`src/rtl/dct_sequencer.sv`:
```
// Sequencer for an 8x8 2-D DCT: feeds raster pixels to the row engine, hands
// row results to the column engine, and reports block completion and protocol errors.
module dct_sequencer #(
   parameter int unsigned N       = 8,
   parameter int unsigned COL_LAT = 4
) (
   input  logic         clk,
   input  logic         reset,
   input  logic         blk_start,
   input  logic         hold,
   output logic [5:0]   pix_addr,
   output logic         pix_rd,
   input  logic [N-1:0] pix_data,
   output logic [N-1:0] row_pix,
   output logic [2:0]   row_coef_idx,
   output logic         row_en,
   output logic         eng_clr,
   input  logic         row_done,
   output logic         col_load,
   output logic [2:0]   col_coef_idx,
   output logic         col_en,
   output logic         blk_busy,
   output logic         blk_done,
   output logic         err
);

   localparam int unsigned DW       = (COL_LAT > 1) ? $clog2(COL_LAT) : 1;
   localparam int unsigned LAST_PIX = 63;
   localparam int unsigned ROWS     = 8;

   typedef enum logic [2:0] {
      S_IDLE,
      S_CLR,
      S_FEED,
      S_WAIT_ROWS,
      S_DRAIN,
      S_DONE
   } state_t;

   state_t        state, state_nxt;
   logic [5:0]    pix_cnt, pix_cnt_nxt;
   logic [3:0]    row_cnt, row_cnt_nxt;
   logic [DW-1:0] drain_cnt, drain_cnt_nxt;
   logic [5:0]    pix_addr_nxt;
   logic [2:0]    col_coef_nxt;
   logic          pix_rd_nxt, eng_clr_nxt, col_load_nxt, col_en_nxt;
   logic          blk_busy_nxt, blk_done_nxt, err_nxt;
   logic          row_accept;
   logic          rd_q;
   logic [2:0]    addr_q;

   // State, counters and registered control outputs
   always_ff @(posedge clk or posedge reset) begin
      if (reset) begin
         state        <= S_IDLE;
         pix_cnt      <= '0;
         row_cnt      <= '0;
         drain_cnt    <= '0;
         pix_addr     <= '0;
         pix_rd       <= 1'b0;
         eng_clr      <= 1'b0;
         col_load     <= 1'b0;
         col_coef_idx <= '0;
         col_en       <= 1'b0;
         blk_busy     <= 1'b0;
         blk_done     <= 1'b0;
         err          <= 1'b0;
      end else begin
         state        <= state_nxt;
         pix_cnt      <= pix_cnt_nxt;
         row_cnt      <= row_cnt_nxt;
         drain_cnt    <= drain_cnt_nxt;
         pix_addr     <= pix_addr_nxt;
         pix_rd       <= pix_rd_nxt;
         eng_clr      <= eng_clr_nxt;
         col_load     <= col_load_nxt;
         col_coef_idx <= col_coef_nxt;
         col_en       <= col_en_nxt;
         blk_busy     <= blk_busy_nxt;
         blk_done     <= blk_done_nxt;
         err          <= err_nxt;
      end
   end

   // Next-state and next-output decode
   always_comb begin
      state_nxt     = state;
      pix_cnt_nxt   = pix_cnt;
      row_cnt_nxt   = row_cnt;
      drain_cnt_nxt = drain_cnt;
      pix_addr_nxt  = pix_addr;
      pix_rd_nxt    = 1'b0;
      eng_clr_nxt   = 1'b0;
      col_load_nxt  = 1'b0;
      col_coef_nxt  = col_coef_idx;
      col_en_nxt    = col_en;
      blk_busy_nxt  = blk_busy;
      blk_done_nxt  = 1'b0;
      err_nxt       = err;

      // Row results are only legal while rows are outstanding; hold does not gate them
      row_accept = row_done && (state == S_FEED || state == S_WAIT_ROWS)
                   && (row_cnt < 4'(ROWS));
      if (row_accept) begin
         col_load_nxt = 1'b1;
         col_coef_nxt = row_cnt[2:0];
         row_cnt_nxt  = row_cnt + 4'd1;
         col_en_nxt   = 1'b1;
      end else if (row_done) begin
         err_nxt = 1'b1;
      end

      case (state)
         S_IDLE: begin
            if (blk_start) begin
               state_nxt    = S_CLR;
               blk_busy_nxt = 1'b1;
               eng_clr_nxt  = 1'b1;
               err_nxt      = row_done;
            end
         end
         S_CLR: begin
            pix_cnt_nxt  = '0;
            row_cnt_nxt  = '0;
            pix_addr_nxt = '0;
            state_nxt    = S_FEED;
         end
         S_FEED: begin
            if (!hold) begin
               pix_rd_nxt   = 1'b1;
               pix_addr_nxt = pix_cnt;
               if (pix_cnt == 6'(LAST_PIX)) begin
                  state_nxt = S_WAIT_ROWS;
               end else begin
                  pix_cnt_nxt = pix_cnt + 6'd1;
               end
            end
         end
         S_WAIT_ROWS: begin
            if (row_cnt == 4'(ROWS)) begin
               state_nxt     = S_DRAIN;
               drain_cnt_nxt = '0;
            end
         end
         S_DRAIN: begin
            if (drain_cnt == DW'(COL_LAT - 1)) begin
               state_nxt    = S_DONE;
               blk_done_nxt = 1'b1;
            end else begin
               drain_cnt_nxt = drain_cnt + DW'(1);
            end
         end
         S_DONE: begin
            blk_busy_nxt = 1'b0;
            col_en_nxt   = 1'b0;
            state_nxt    = S_IDLE;
         end
         default: state_nxt = S_IDLE;
      endcase
   end

   // Read-data pipeline: memory answers one cycle after pix_rd, then it is registered to the row engine
   always_ff @(posedge clk or posedge reset) begin
      if (reset) begin
         rd_q         <= 1'b0;
         addr_q       <= '0;
         row_en       <= 1'b0;
         row_pix      <= '0;
         row_coef_idx <= '0;
      end else begin
         rd_q   <= pix_rd;
         addr_q <= pix_addr[2:0];
         row_en <= rd_q;
         if (rd_q) begin
            row_pix      <= pix_data;
            row_coef_idx <= addr_q;
         end
      end
   end

endmodule

```
`config.mk`:
```
export PLATFORM = sky130hd
export DESIGN_NAME = dct_sequencer
export DESIGN_NICKNAME = d
export VERILOG_FILES = /design/src/rtl/dct_sequencer.sv
export SDC_FILE = /design/constraint.sdc
export NUM_CORES = 1
export LEC_CHECK = 0
export ABC_CLOCK_PERIOD_IN_PS = 1960
export BUFFER_PORTS_ARGS = -buffer_cell sky130_fd_sc_hd__buf_2
export CAP_MARGIN = 40
export CORE_AREA = 3 3 65 67
export CTS_CLUSTER_DIAMETER = 30
export CTS_CLUSTER_SIZE = 25
export DETAILED_ROUTE_END_ITERATION = 7
export DIE_AREA = 0 0 68 70
export GPL_TIMING_DRIVEN = 0
export PLACE_DENSITY = 0.85
export RECOVER_POWER = 50
export SLEW_MARGIN = 15
export SYNTH_ARGS = -nofsm -noshare
export SYNTH_HDL_FRONTEND = slang
export SYNTH_SLANG_ARGS = --single-unit
export TNS_END_PERCENT = 100
```
`constraint.sdc`:
```
create_clock -name clk -period 1.96 [get_ports clk]
set_input_delay 0.294 -clock clk [delete_from_list [all_inputs] [get_ports clk]]
set_output_delay 0.294 -clock clk [all_outputs]
set_load 0.05 [all_outputs]
```
======== Word level (Yosys, flattened, before mapping) ========
Index checks and enable logic that the tools add are counted.
operators by class
  multiplexer cells ....................... 31
  reduce and logical (&&, ||, !) cells .... 14
  $add $sub $neg .......................... 3
  equal/unequal tests ..................... 15
  magnitude comparators ................... 1
operator list
  cell                                                    number
  one-hot mux 6 bit (2 select lines)                      2
  two-way mux 6 bit                                       3
  two-way mux 3 bit                                       5
  one-hot mux 3 bit (5 select lines)                      1
  two-way mux 1 bit                                       14
  inequality test 2 bit (second input constant)           5
  nonzero test 2 bit                                      5
  two-way mux 4 bit                                       2
  adder 6 x 1 -> 6 bit (second input constant)            1
  equality test 3 x 2 -> 1 bit (second input constant)    2
  equality test 3 bit (second input constant)             2
  equality test 6 bit (second input constant)             1
  AND reduction 3 bit                                     2
  AND reduction 5 bit                                     1
  adder 4 x 1 -> 4 bit (second input constant)            1
  equality test 4 bit (second input constant)             1
  < comparator 4 bit (second input constant)              1
  two-way mux 2 bit                                       2
  inequality test 2 x 1 -> 1 bit (second input constant)  2
  one-hot mux 2 bit (2 select lines)                      1
  AND reduction 2 bit                                     2
  equality test 3 x 1 -> 1 bit (second input constant)    1
  zero test 3 bit                                         1
  adder 2 x 1 -> 2 bit (second input constant)            1
  4 further kinds                                         5
word-level totals
  register bits after elaboration ......... 47
  logic and storage cells ................. 82
  bits of input ports ..................... 13

======== Depth between registers and ports, before layout ========
  depth in word-level cells ............... 7
  depth in mapped cells ................... 5
  depth with buffers taken out ............ 5

======== Worst setup path before layout ========
Ideal clock, no wire load.
  path kind ............................... register to register
  start point ............................. reg state[0]
  end point ............................... reg pix_cnt[1]
  setup slack ............................. 0.474 ns
  data required time ...................... 1.835 ns
  arrival ................................. 1.362 ns
  cell stages (with the launch flop) ...... 5
  library setup time ...................... 0.125 ns
  buffers on the path ..................... 1
  path through ............................ dfrtp_1 > clkbuf_2 > nor4b_4 > o21ai_0 > mux2_2
on the way
  cells in the longest elaborated chain, start to end .. 3
  elaborated cells between the ends (all ways) .. 7
  those cells by class .................... eq/ne (4); mux (1); reduce/logical (2)
ends and longest elaborated chain
  what                                                                          RTL line  RTL
  from (decl)                                                                   40        state_t state, state_nxt;
  from (signal assigned)                                                        69        state <= state_nxt;
  equality test 3 x 2 -> 1 bit or equality test 3 x 1 -> 1 bit (tied branches)  113       case (state)
  inequality test 2 bit (no line) or nonzero test 2 bit (tied branches)         -
  AND reduction 3 bit (no line)                                                 -
  to (signal assigned)                                                          70        pix_cnt <= pix_cnt_nxt;
  to (decl)                                                                     41        logic [5:0] pix_cnt, pix_cnt_nxt;
Several ways; a longest one is shown, not always the timed one.
A chain may end at the register's enable or synchronous reset.

======== Final worst setup path ========
  start point ............................. reg state[2]
  end point ............................... reg pix_addr[5]
on the way
  cells in the longest elaborated chain, start to end .. 3
  elaborated cells between the ends (all ways) .. 6
  those cells by class .................... eq/ne (3); mux (1); reduce/logical (2)
ends and longest elaborated chain
  what                                                                          RTL line  RTL
  equality test 3 x 2 -> 1 bit or equality test 3 x 1 -> 1 bit (tied branches)  113
  inequality test 2 bit (no line) or nonzero test 2 bit (tied branches)         -
  AND reduction 2 bit (no line)                                                 -
  to (signal assigned)                                                          73        pix_addr <= pix_addr_nxt;
  to (decl)                                                                     11        output logic [5:0] pix_addr,
Several ways; a longest one is shown, not always the timed one.

==> reports/metrics.cfg <==
[logic_synthesis]
avgSynthCellArea_um2=12.5
ys_warn_count=0
synth-edff-count=0
syn-num-nets=172
yosysSeqAreaShare_pct=60.9
synthArstFlopShare_pct=100
synth.distinct_cells=37
ys_seq_elements=47
netlist_instances=155
synth.cell_area_um2=1930
ys.flop_type=dfrtp_1

[timing]
fin_ws_ns=0.265
setup_viol=0
fin_crit_ns=1.70
slew_violations=0
post-route-period-util_pct=86.5
finalHoldViolCount=0
fmax_ghz=0.590
fin_skew_ns=0.00610
timing.slew.headroom_pct=60.6
rsz0062_at_grt=false
worstMarginPinSlew_ns=0.593
final.setup.tns_ns=0

[cts]
cts.sinks=47
clk_pin_slew_worst_paths_ns=0.09
htreeDepth=2
cts_buffers=5
cts-resized-gates=0
cts_tree=built
cts_root_buf=clkbuf_8
clock_latency_ns=0.30
cts_buffer_depth=2

[placed_design]
dp_cells=244
placed_cell_area_um2=2210
dp_slack_ns=0.272
place.gp.congestion=0.824
port_buffers=40
dp_hpwl_mm=2.48

[layout]
seqCellArea_um2=1180
area_growth_pct=20.6
final_core_util_pct=63.2
final_nets=221
design_area_um2=2330
multi_input_area_um2=678
fill_cells=289
n_antenna_cell=0
drive_gt1_share_pct=32.2
fin_cells=253

[global_routing]
grt_pass1_wl_mm=5.87
grt.met2_usage_pct=25.5
antenna_found_initial=0
met3_usage_pct=5.79
grt_overflow_total=0
grt_pass1_vias=1336
top_usage_layer=met2
track_usage_pct=16.1
grt_max_degree=37
grt_util_met1_pct=19.4

[worst_setup_path]
r2r-end=pix_addr[5]
setup.worst_path.start_class=flop
required_ns=2.14
worstSetupPathType=reg2reg
reg2reg_slack_ns=0.26
cp_max_fo=10
arrival_ns=1.88
rr_worst_depth=5
cp-end-kind=flop
reg2reg_from=state[2]

[floorplanning]
rows=22
coreArea_um2=3690
die_area_um2=4760
io_pins=41
fp.dieW_um=68
initial_core_util_pct=52.4
fp.dieH_um=70

[routing]
viasPerCell=5.40
ant_nets=0
drtIter0Drc=91
routed_wl_mm=3.48
post_drt_wl_per_cell_um=13.8
vias=1366
drc=0
drtPass1Iterations=4

[power_and_ir_drop]
switching_share_pct=45.2
p_comb_share_pct=45.8
p_seq_share_pct=38.1
powerDensity_nw_per_um2=1850
p_leak_uw=0.00114
power.internal_uw=2370
power_switching_uw=1950
vdd_ir_drop_max_v=0.000628
p_clk_share_pct=16.0

[min_path]
hp-class=in2reg
hold_start=row_done
min_path_cells=3
worstHoldEndpoint=err

[run_status]
status=finished clean

[job]
maxCapViolCount=0

[Yosys cell counts, types with 2 or more instances]
library cell / number / share of area (%)
dfrtp_1: 47 / 61
mux2_2: 13 / 7.6
nand2_1: 12 / 2.3
inv_1: 10 / 1.9
o21ai_0: 7 / 1.8
a22o_1: 6 / 2.7
a21oi_1: 5 / 1.3
nor2_1: 5 / 0.97
buf_2: 4 / 1.0
ha_1: 4 / 2.6
mux2i_1: 3 / 1.6
nand3_1: 3 / 0.78
nor2b_1: 3 / 0.97
a211oi_1: 2 / 0.78
a31oi_1: 2 / 0.65
a41oi_1: 2 / 0.91
and3_1: 2 / 0.65
and4_1: 2 / 0.91
nand2b_1: 2 / 0.65
nand4_1: 2 / 0.65
nor3_1: 2 / 0.52
nor3b_1: 2 / 0.78
[kinds of logic after synthesis]
kind of cell	after synthesis	synth area share, %
AOI/OAI and AO/OA	29	10.4
and+or+nand+nor	42	13.0
muxes	16	9.13
DFF	47	60.9
adders and majority gates	4	2.59
buffers and inverters	17	4.02
[worst max-delay path by stage]
stage | startpoint | end | slack [ns]
2_1_floorplan | state[0] | pix_cnt[1] | 0.47
3_3_place_gp | reset | pix_addr[3] | 0.02
3_5_place_dp | state[2] | pix_addr[5] | 0.27
4_1_cts | state[2] | pix_addr[5] | 0.25
5_1_grt | state[2] | pix_addr[5] | 0.16
6_report | state[2] | pix_addr[5] | 0.26
[metal layers]
metal	share of wire (%)	vias to the layer above
met1	43	661
li1	-	656
met2	48	39
met5	0	-
met3	6.1	10
met4	2.7	0
[power by group through the flow]
stage / combinational (µW) / clock, µW / sequential, µW
finish: 1980 / 693 / 1650
global route: 2140 / 755 / 1700
CTS: 2010 / 712 / 1650
detailed placement: 1990 / 0 / 1660
global placement: 1950 / 0 / 1640
floorplan: 751 / 0 / 2430
[final cells by class]
class                      count  share of cell area, %
buffer                         7                   1.66
clock buffer                   5                   2.95
clock inverter                 3                   1.88
inverter                      10                   1.61
multi-input combinational     91                   29.1
sequential                    47                   50.5
tap                           48                   2.58
timing repair buffer          42                   9.72
[worst max-delay path, cell delays in order, from the launching register on]
cell     delay, ns
dfrtp_1       0.42
buf_2         0.19
nor3b_1       0.31
buf_2         0.28
nor2_1        0.14
a22o_1        0.23
[timing repair]
action / 4_1_cts / 5_1_grt
endpoints found under the hold margin: 11 / 0
buffers inserted: 0 / 0
hold buffers: 1 / 0
[per-stage QoR]
stage / total power (µW) / hold WS [ns]
global route: 4590 / 0.211
detailed placement: 3650 / 0.242
CTS: 4370 / 0.218
floorplan: 3180 / 0.380
finish: 4320 / 0.220
global placement: 3580 / 0.354
[sequential cells by signal (all words and copies together), names as in the netlist, 2 cells and up]
signal and cells:
pix_cnt 6, row_coef_idx 3, addr_q 3, state 3
pix_addr 6, row_pix 8, row_cnt 4, drain_cnt 2
col_coef_idx 3
[layout by cell type, fill, tap and decap left out, types with 5 or more instances in the layout]
cell type and count:
a21oi_1 5, clkbuf_8 5, o21ai_0 7, clkbuf_1 5, a22o_1 6, inv_1 10, dfrtp_1 47, nand2_1 12
nor2_1 5, buf_2 40, mux2_2 13
(Power assumes the default switching activity.)
